===== src/rtl/svc_pix_vga.sv =====
// Pixel-stream to VGA timing generator: raster counters, registered sync and colour
// outputs, and a SYNC/RUN aligner that locks the stream to the raster at frame end.
module svc_pix_vga #(
  parameter int H_WIDTH     = 12,
  parameter int V_WIDTH     = 12,
  parameter int COLOR_WIDTH = 4
) (
  input  logic                   clk,
  input  logic                   rst_n,
  input  logic                   s_pix_valid,
  output logic                   s_pix_ready,
  input  logic [COLOR_WIDTH-1:0] s_pix_red,
  input  logic [COLOR_WIDTH-1:0] s_pix_grn,
  input  logic [COLOR_WIDTH-1:0] s_pix_blu,
  input  logic [H_WIDTH-1:0]     s_pix_x,
  input  logic [V_WIDTH-1:0]     s_pix_y,
  input  logic [H_WIDTH-1:0]     h_visible,
  input  logic [H_WIDTH-1:0]     h_sync_start,
  input  logic [H_WIDTH-1:0]     h_sync_end,
  input  logic [H_WIDTH-1:0]     h_line_end,
  input  logic [V_WIDTH-1:0]     v_visible,
  input  logic [V_WIDTH-1:0]     v_sync_start,
  input  logic [V_WIDTH-1:0]     v_sync_end,
  input  logic [V_WIDTH-1:0]     v_frame_end,
  output logic                   vga_hsync,
  output logic                   vga_vsync,
  output logic [COLOR_WIDTH-1:0] vga_red,
  output logic [COLOR_WIDTH-1:0] vga_grn,
  output logic [COLOR_WIDTH-1:0] vga_blu,
  output logic                   vga_error
);

  typedef enum logic {ST_SYNC, ST_RUN} state_t;

  state_t                 state_q, state_d;
  logic [H_WIDTH-1:0]     h_q, h_d;
  logic [V_WIDTH-1:0]     v_q, v_d;
  logic                   hsync_q, hsync_d;
  logic                   vsync_q, vsync_d;
  logic [COLOR_WIDTH-1:0] red_q, red_d;
  logic [COLOR_WIDTH-1:0] grn_q, grn_d;
  logic [COLOR_WIDTH-1:0] blu_q, blu_d;
  logic                   error_q, error_d;
  logic                   ready_c;

  logic h_wrap, v_wrap, visible, coord_match, pix_is_origin, at_frame_end;

  // Wrap on >= so a counter stranded above a shrunken end value recovers.
  assign h_wrap        = (h_q >= h_line_end);
  assign v_wrap        = (v_q >= v_frame_end);
  assign visible       = (h_q < h_visible) && (v_q < v_visible);
  assign coord_match   = (s_pix_x == h_q) && (s_pix_y == v_q);
  assign pix_is_origin = (s_pix_x == '0) && (s_pix_y == '0);
  assign at_frame_end  = (h_q == h_line_end) && (v_q == v_frame_end);

  always_comb begin
    h_d = h_wrap ? '0 : h_q + H_WIDTH'(1);
    v_d = v_q;
    if (h_wrap) begin
      v_d = v_wrap ? '0 : v_q + V_WIDTH'(1);
    end
  end

  always_comb begin
    state_d = state_q;
    ready_c = 1'b0;
    red_d   = '0;
    grn_d   = '0;
    blu_d   = '0;
    error_d = 1'b0;
    hsync_d = (h_q >= h_sync_start) && (h_q < h_sync_end);
    vsync_d = (v_q >= v_sync_start) && (v_q < v_sync_end);
    case (state_q)
      ST_SYNC: begin
        // Drain everything except the frame origin, which is parked until frame end.
        ready_c = !pix_is_origin;
        if (at_frame_end && s_pix_valid && pix_is_origin) begin
          state_d = ST_RUN;
        end
      end
      ST_RUN: begin
        ready_c = visible;
        if (visible) begin
          if (s_pix_valid && coord_match) begin
            red_d = s_pix_red;
            grn_d = s_pix_grn;
            blu_d = s_pix_blu;
          end else begin
            error_d = 1'b1;
            state_d = ST_SYNC;
          end
        end
      end
      default: state_d = ST_SYNC;
    endcase
  end

  assign s_pix_ready = rst_n & ready_c;

  always_ff @(posedge clk) begin
    if (!rst_n) begin
      state_q <= ST_SYNC;
      h_q     <= '0;
      v_q     <= '0;
      hsync_q <= 1'b0;
      vsync_q <= 1'b0;
      red_q   <= '0;
      grn_q   <= '0;
      blu_q   <= '0;
      error_q <= 1'b0;
    end else begin
      state_q <= state_d;
      h_q     <= h_d;
      v_q     <= v_d;
      hsync_q <= hsync_d;
      vsync_q <= vsync_d;
      red_q   <= red_d;
      grn_q   <= grn_d;
      blu_q   <= blu_d;
      error_q <= error_d;
    end
  end

  assign vga_hsync = hsync_q;
  assign vga_vsync = vsync_q;
  assign vga_red   = red_q;
  assign vga_grn   = grn_q;
  assign vga_blu   = blu_q;
  assign vga_error = error_q;

endmodule


===== config.mk =====
export PLATFORM = sky130hd
export DESIGN_NAME = svc_pix_vga
export DESIGN_NICKNAME = d
export VERILOG_FILES = /design/src/rtl/svc_pix_vga.sv
export SDC_FILE = /design/constraint.sdc
export NUM_CORES = 1
export LEC_CHECK = 0
export CAP_MARGIN = 10
export CORE_MARGIN = 5
export CORE_UTILIZATION = 50
export CTS_BUF_LIST = sky130_fd_sc_hd__clkbuf_4
export CTS_CLUSTER_DIAMETER = 150
export DETAILED_ROUTE_END_ITERATION = 7
export PLACE_DENSITY_LB_ADDON = 0.15
export SYNTH_ARGS = -nofsm -noshare
export SYNTH_HDL_FRONTEND = slang
export SYNTH_SLANG_ARGS = --single-unit

===== constraint.sdc =====
create_clock -name clk -period 3.1 [get_ports clk]
set_clock_uncertainty 0.05 [all_clocks]
set_input_delay 0.31 -clock clk [delete_from_list [all_inputs] [get_ports clk]]
set_output_delay 0.31 -clock clk [all_outputs]
set_load 0.02 [all_outputs]

; Word level (Yosys, flattened, before mapping)
; Cells that the tools add are included.
[word_totals]
ff_bits = 40
output_inout_bits = 16
wordCells = 48
[op_classes]
n_addsub = 2
n_lt_le_gt_ge = 8
n_eq_ne = 4
mux = 7
bitwise_logic = 3
reduce_logical = 15
[op_table]
columns = cell, count
row1 = equality test 12 bit, 4
row2 = >= comparator 12 bit, 4
row3 = less-than comparator 12 bit, 4
row4 = adder 12 x 1 -> 12 bit (second input constant), 2
row5 = zero test 12 bit, 2
row6 = two-way mux 12 bit, 1
row7 = logical AND 1 bit, 9
row8 = two-way mux 1 bit, 4
row9 = one-hot mux 1 bit (2 select lines), 2
row10 = AND reduction 4 bit, 1
row11 = AND reduction 3 bit, 1
row12 = NOT 1 bit, 2
row13 = OR reduction 2 bit, 1
row14 = bitwise AND 1 bit, 1
row15 = zero test 1 bit, 1

; Logic depth before layout (Yosys ltp)
; Gate-level depths: netlist of run 1.
[depth]
depth_word = 6
mapped_depth = 9
ltp_nobuf = 8

; Worst setup path after synthesis of run 1
; OpenSTA, ideal clock, no wires.
[synth_path]
kind = register -> output
startpoint = register v_q[2]
endpoint = output port s_pix_ready
arrival_ps = 1757
t_required_ps = 2740
path_slack_ps = 983
path_stages_with_launch = 8
cell_sequence = dfxtp_1 ha_1 a211oi_1 o21ai_0 a21oi_1 o22ai_2 o21ai_0 and3b_1
[synth_between]
elab_chain_cells = 4
[synth_rtl]
columns = item, line_no
row1 = start: declaration, 37  ; logic [V_WIDTH-1:0] v_q, v_d;
row2 = start signal: assignment, 114  ; v_q <= v_d;
row3 = less-than comparator 12 bit, 51  ; assign visible = (h_q < h_visible) && (v_q < v_visible);
row4 = logical AND 1 bit, 51
row5 = one-hot mux 1 bit (2 select lines), 73  ; case (state_q)
row6 = bitwise AND 1 bit, 98  ; assign s_pix_ready = rst_n & ready_c;
row7 = end: declaration, 11  ; output logic s_pix_ready,
; Every way passes these cells.

; Final worst setup path of run 1
[layout_path]
startpoint = register v_q[0]
endpoint = register v_q[0]
[layout_between]
elab_chain_cells = 2
word_cells_on_any_way = 3
[layout_rtl]
columns = item, line_no
row1 = adder 12 x 1 -> 12 bit or >= comparator 12 bit (tied branches), "60, 50"
row2 = two-way mux 12 bit (*), 60  ; v_d = v_wrap ? '0 : v_q + V_WIDTH'(1);
; Mark *: on every way between the ends. The rest lies on a longest branch, timed or not.
; A chain may end at the register's enable or synchronous reset.

==> key figures, run 1 <==
Die
  • Die width: 101 µm
  • Core area: 8130 µm²
  • Rows: 33
  • Ports: 151
  • Initial Util: 50.8%
  • Die area: 10200 µm²
  • Die H: 101 µm

Yosys
  • Sequential share of the synthesized area: 19.4%
  • Post-synthesis cell count: 515
  • Synthesized flop and latch total: 40
  • Mapped Area: 4130 µm²
  • Top_reg_cell synth: dfxtp_1
  • Syn avg cell area: 8.03 µm²
  • Post-synth EDFFs: 0
  • Syn. warnings: 0
  • Syn nets: 744
  • Top post-synthesis cells by area: ha_1, dfxtp_1, inv_1
  • Post-synthesis async set-or-reset flop share: 0%
  • Top cell type's share of synthesized area: 28.5%
  • Synth unique cells: 44
  • Yosys top cell by area: ha_1

Worst setup path
  • CP Max Fanout: 11
  • Worst flop-to-flop path endpoint: v_q[0]
  • Worst setup EP type: register
  • Worst R2R Setup Slack: 0.40 ns
  • Startpoint types: register
  • Crit path from: v_q[0]
  • Worst r2r src: v_q[0]
  • R2R depth: 8
  • Critical Path RT: 3.35 ns
  • WS Path Type: register to register
  • CP arrival: 2.95 ns

Hold path
  • Hold Path Depth: 2
  • Worst Hold Class: input pin to register
  • Hold path startpoint: s_pix_grn[3]
  • Worst hold endpoint: vga_grn[3]

Clock network
  • # Post-CTS Setup Buffers: 0
  • # resized after CTS: 0
  • Htree depth: 2
  • Clock insertion delay at the later pin of the skew report: 0.35 ns
  • CTS Hold Bufs: 0
  • Root Buffer: clkbuf_4
  • CTS tree: built
  • TritonCTS buffer count: 5
  • Max Root-Sink Buffers: 2
  • CTS clk-pin slew, worst paths: 0.14 ns
  • Clock sink count: 40

Timing
  • Period utilisation layout: 87.2%
  • Finish-stage setup viols: 0
  • Final worst path period need: 2.70 ns
  • Fin Hold WS: 0.451 ns
  • Highest clock rate: 0.370 GHz
  • RSZ-0062 raised after global routing: no
  • Slew headroom: 63.6%
  • Max-slew violations: 0
  • Final hold viol count: 0
  • Least-Margin Pin Slew: 0.542 ns
  • Setup TNS: 0 ns

Placed design
  • HPWL after DPL: 10400 µm
  • DP Area: 5910 µm²
  • Routability cong.: 0.971
  • IO Port Bufs: 150

Cells and area
  • Diode count: 0
  • Layout Utilization: 73.7%
  • Share of cells above drive strength 1: 5.35%
  • Post-route cell area: 6000 µm²
  • Area growth, synth to finish: 45.1%
  • Final nets: 920

Power
  • Final Power: 1.23 mW
  • PD cells: 205 nW/µm²
  • Peak VDD IR: 0.000161 V
  • P_leak: 3.06 nW

Route
  • First drt pass iteration count: 4
  • DRT iter0 DRCs: 95
  • DRT Wirelength: 12200 µm
  • Drt wl/cell: 15.3 µm
  • DRC: 0
  • Via count: 4255
  • Via density: 5.34
  • Post-route ant nets: 0

Global routing
  • First-pass GRT wire length: 19400 µm
  • Vias in the first global route: 4383
  • GRT Util Overall: 23.6%
  • GR Overflow Total: 0
  • Initial antenna violation count: 0
  • Largest net degree at the start of global routing: 14

Status
  • Status: finished, final reports clean

Run
  • Max-cap violations: 0
-- flip-flops by register name, indices dropped and copies added, names as in the netlist --
| name | count |
|---|---|
| h_q | 12 |
| state_q | 1 |
| v_q | 12 |
| vga_blu | 4 |
| vga_error | 1 |
| vga_grn | 4 |
| vga_hsync | 1 |
| vga_red | 4 |
| vga_vsync | 1 |
-- final cells by class --
cell class,count,area (µm²)
Multi-Input combinational cell,377,2950
Inverter,93,349
Timing Repair Buffer,174,1680
Tap cell,105,131
Clock inverter,3,42.5
Clock buffer,5,37.5
Fill cell,628,2140
Sequential cell,40,801
-- critical path: stages, from the launching register on --
cell	delay [ns]
dfxtp_1	0.53
inv_1	0.18
ha_1	0.31
nand2b_1	0.14
a2111oi_0	0.38
o211a_1	0.28
o21ai_2	0.15
nor2_2	0.40
mux2_2	0.23
-- report_power, final --
part | total, mW | internal (mW) | switching (mW)
logic | 0.353 | 0.225 | 0.129
registers | 0.523 | 0.518 | 0.00587
clock network | 0.352 | 0.169 | 0.184
total | 1.23 | 0.911 | 0.318
-- cell usage after synthesis, types with 2 or more instances --
| library cell | count |
|---|---|
| ha_1 | 94 |
| inv_1 | 93 |
| dfxtp_1 | 40 |
| nor2_1 | 31 |
| o21ai_0 | 26 |
| a21oi_1 | 24 |
| nand4_1 | 22 |
| a21o_1 | 19 |
| nand2_1 | 18 |
| xnor2_1 | 16 |
| xor2_1 | 16 |
| nand3_1 | 14 |
| and2_1 | 13 |
| a22o_1 | 10 |
| nor3_1 | 9 |
| nor4_1 | 9 |
| nor2b_1 | 7 |
| a211oi_1 | 6 |
| and3_1 | 6 |
| nand2b_1 | 5 |
| or3_1 | 5 |
| a211o_1 | 3 |
| and4_1 | 3 |
| a21boi_0 | 2 |
| and3b_1 | 2 |
| buf_4 | 2 |
| nand3b_1 | 2 |
| nor3b_1 | 2 |
-- cell families after synthesis --
group | Yosys count | share of synthesized area [%]
AO/OA/AOI/OAI | 99 | 15.7
buffers and inverters | 98 | 9.29
AND/OR/NAND/NOR | 151 | 20.1
flip-flops | 40 | 19.4
multiplexers | 1 | 0.272
XOR/XNOR | 32 | 6.78
adder cells (fa/ha/maj) | 94 | 28.5
-- how the worst max path moves through the flow --
stage / endpoint / slack [ns] / cells past startpoint
5_1_grt: v_q[0] / 0.18 / 8
2_1_floorplan: s_pix_ready / 0.98 / 7
6_report: v_q[0] / 0.40 / 8
3_5_place_dp: s_pix_ready / 0.04 / 10
3_3_place_gp: s_pix_ready / 0.05 / 10
4_1_cts: s_pix_ready / 0.03 / 10
-- through the flow --
step / cells / worst slack, ns
floorplan: 515 / 0.983
global placement: 789 / 0.0525
detailed placement: 789 / 0.0377
CTS: 797 / 0.0255
global route: 797 / 0.178
finish: 797 / 0.398
-- cells in the final DEF, fill, tap and decap left out, drive strengths merged, types with 2 or more instances in the layout --
cell type      synthesis  final
inv                   93     93
nor2                  31     31
nand4                 22     22
dfxtp                 40     40
clkinv                 0      2
nor3                   9      9
nand2b                 5      5
and3                   6      6
a22o                  10     10
clkbuf                 1      5
xnor2                 16     16
nand3                 14     14
and4                   3      3
nand3b                 2      2
xor2                  16     16
or3                    5      5
and3b                  2      2
and2                  13     13
a211o                  3      3
ha                    94     94
a21boi                 2      2
nor4                  10     10
buf                    4     24
o21ai                 27     27
nand2                 18     18
nor3b                  2      2
a21oi                 24     24
clkdlybuf4s50          0    149
nor2b                  7      7
a211oi                 7      7
a21o                  19     19
-- routing by layer --
metal,track usage [%],part of all wire [%],up-vias
li1,-,-,2156
met1,26.6,39,1945
met2,45.7,53,138
met3,3.46,6.3,16
met4,6.13,1.9,0
met5,0,0,-
(Power assumes the default switching activity.)
==> run 2, diff against run 1 <==
Settings changed: CTS_CLUSTER_SIZE from default to 10.
==> results of run 2 <==
Final layout, timing and power as in run 1 (identical DEF).
==> run 3, diff against run 2 <==
Settings changed: CORE_UTILIZATION 50 to 47, HOLD_SLACK_MARGIN from default to 0.08.
Clock period 3.1 ns to 2.6 ns, I/O delays scaled along.
==> run 3 against run 2 <==
  * Worst hold slack lost 0.045 ns
  * Global-route usage shrank 1.4 points
  * Clock power grew 20%
  * Non-clock buffer count grew 9
  * Combinational power grew 21%
  * Sequential share of layout area shrank 0.15 points
  * Highest routed layer unchanged
==> key figures, run 3 (synthesis results as in run 1) <==
Global routing
  • First-pass GRT wire length: 20200 µm
  • GRT Util Overall: 22.2%
  • GR Overflow Total: 0
  • Vias in the first global route: 4576
  • Largest net degree at the start of global routing: 14
  • Initial antenna violation count: 0

Timing
  • Finish-stage setup viols: 0
  • Period utilisation layout: 96.5%
  • Max-slew violations: 0
  • RSZ-0062 raised after global routing: no
  • Fin Hold WS: 0.406 ns
  • Final worst path period need: 2.51 ns
  • Final hold viol count: 0
  • Highest clock rate: 0.399 GHz
  • Least-Margin Pin Slew: 0.410 ns
  • Slew headroom: 72.6%

Cells and area
  • Commonest cells after routing, fill and taps aside: clkdlybuf4s50_1, ha_1, inv_1
  • Most common cell after layout, fill and taps aside: clkdlybuf4s50_1
  • Share of cells above drive strength 1: 6.85%
  • Post-route cell area: 6060 µm²
  • Final nets: 929
  • Biggest regs: h_q x12, v_q x12
  • Area growth, synth to finish: 46.7%
  • Diode count: 0

Die
  • Core area: 8640 µm²
  • Die H: 104 µm
  • Die width: 104 µm
  • Ports: 151
  • Die area: 10800 µm²
  • Initial Util: 47.9%
  • Rows: 34

Route
  • Via count: 4306
  • DRT Wirelength: 12400 µm
  • DRC: 0
  • First drt pass iteration count: 4
  • Via density: 5.32
  • DRT iter0 DRCs: 168
  • Post-route ant nets: 0
  • Drt wl/cell: 15.3 µm

Power
  • Peak VDD IR: 0.000175 V
  • Int Pwr: 1.09 mW
  • Switching power total: 0.382 mW
  • Reg power frac: 42.2%
  • Clk pwr share: 28.6%
  • PD cells: 243 nW/µm²
  • P_leak: 3.10 nW
  • Sw Share: 26.0%
  • Combinational power share: 29.1%

Hold path
  • Worst Hold Class: input pin to register
  • Hold Path Depth: 2

Worst setup path
  • Critical Path RT: 2.29 ns
  • Worst setup endpoint: s_pix_ready
  • WS Path Type: input pin to primary output
  • Worst flop-to-flop path endpoint: v_q[0]
  • Worst R2R Setup Slack: 0.27 ns
  • Worst r2r src: h_q[10]
  • CP Max Fanout: 2
  • Worst setup EP type: primary output
  • Crit path from: h_visible[9]
  • Startpoint types: input pin
  • R2R depth: 9
  • CP arrival: 2.20 ns

Run
  • Max-cap violations: 0

Clock network
  • CTS Hold Bufs: 0
  • Htree depth: 2
  • TritonCTS buffer count: 5
  • CTS clk-pin slew, worst paths: 0.13 ns
  • Max Root-Sink Buffers: 2
  • Clock insertion delay at the later pin of the skew report: 0.35 ns
  • CTS tree: built
  • Clock sink count: 40
  • Root Buffer: clkbuf_4

Placed design
  • Routability cong.: 0.899
  • IO Port Bufs: 150
  • HPWL after DPL: 10600 µm
  • DP Area: 5980 µm²

Status
  • Status: finished, final reports clean
run 3: per-layer routing:
metal,track usage (%),share of wire (%),vias to the layer above
li1,-,-,2168
met1,24.0,39,1972
met2,42.1,53,144
met3,4.91,5.7,22
met4,7.59,2.1,0
met5,0,0,-
run 3: power groups by stage:
stage                     Combinational, mW  Clock (mW)  Sequential [mW]
after floorplan                       0.161           0            0.637
after global placement                0.414           0            0.635
after detailed placement              0.429           0            0.635
after CTS                             0.431       0.430            0.621
after global routing                  0.472       0.449            0.622
final                                 0.428       0.421            0.621
run 3: final cells by class:
| cell class | instances | area, µm² |
|---|---|---|
| Clock buffer | 5 | 37.5 |
| Clock inverter | 3 | 42.5 |
| Fill cell | 709 | 2570 |
| Inverter | 93 | 349 |
| Multi-Input combinational cell | 377 | 2950 |
| Sequential cell | 40 | 801 |
| Tap cell | 108 | 135 |
| Timing Repair Buffer | 183 | 1750 |
run 3: repair_timing:
item / CTS / global route
pin swaps: 0 / 1
resized for setup: 4 / 3
setup buffers: 0 / 0
setup endpoints to repair: 1 / 1
run 3: worst min-delay path by stage:
stage	startpoint	endpoint	slack (ns)
floorplan	s_pix_blu[0]	vga_blu[0]	0.33
global placement	h_q[0]	h_q[0]	0.45
detailed placement	h_q[0]	h_q[0]	0.46
CTS	s_pix_blu[0]	vga_blu[0]	0.38
global route	s_pix_grn[0]	vga_grn[0]	0.39
finish	s_pix_blu[0]	vga_blu[0]	0.41
run 3: per-stage QoR:
| step | instances | TNS (ns) | setup slack, ns | total power, mW | util, % |
|---|---|---|---|---|---|
| finish | 809 | 0 | 0.0919 | 1.47 | 70.2 |
| floorplan | 515 | 0 | 0.504 | 0.797 | - |
| CTS | 809 | 0 | 0.0282 | 1.48 | 70.2 |
| global route | 809 | 0 | 0.00312 | 1.54 | 70.2 |
| detailed placement | 801 | -0.412 | -0.412 | 1.06 | 69.3 |
| global placement | 801 | -0.375 | -0.375 | 1.05 | 69.3 |
run 3: worst max-delay path, cell delays in order:
cell	delay (ns)
clkdlybuf4s50_1	0.45
inv_1	0.05
ha_1	0.29
nand4_1	0.12
nor2_1	0.23
o21ai_0	0.17
o22ai_2	0.19
o21ai_2	0.07
and3b_1	0.20
buf_4	0.16
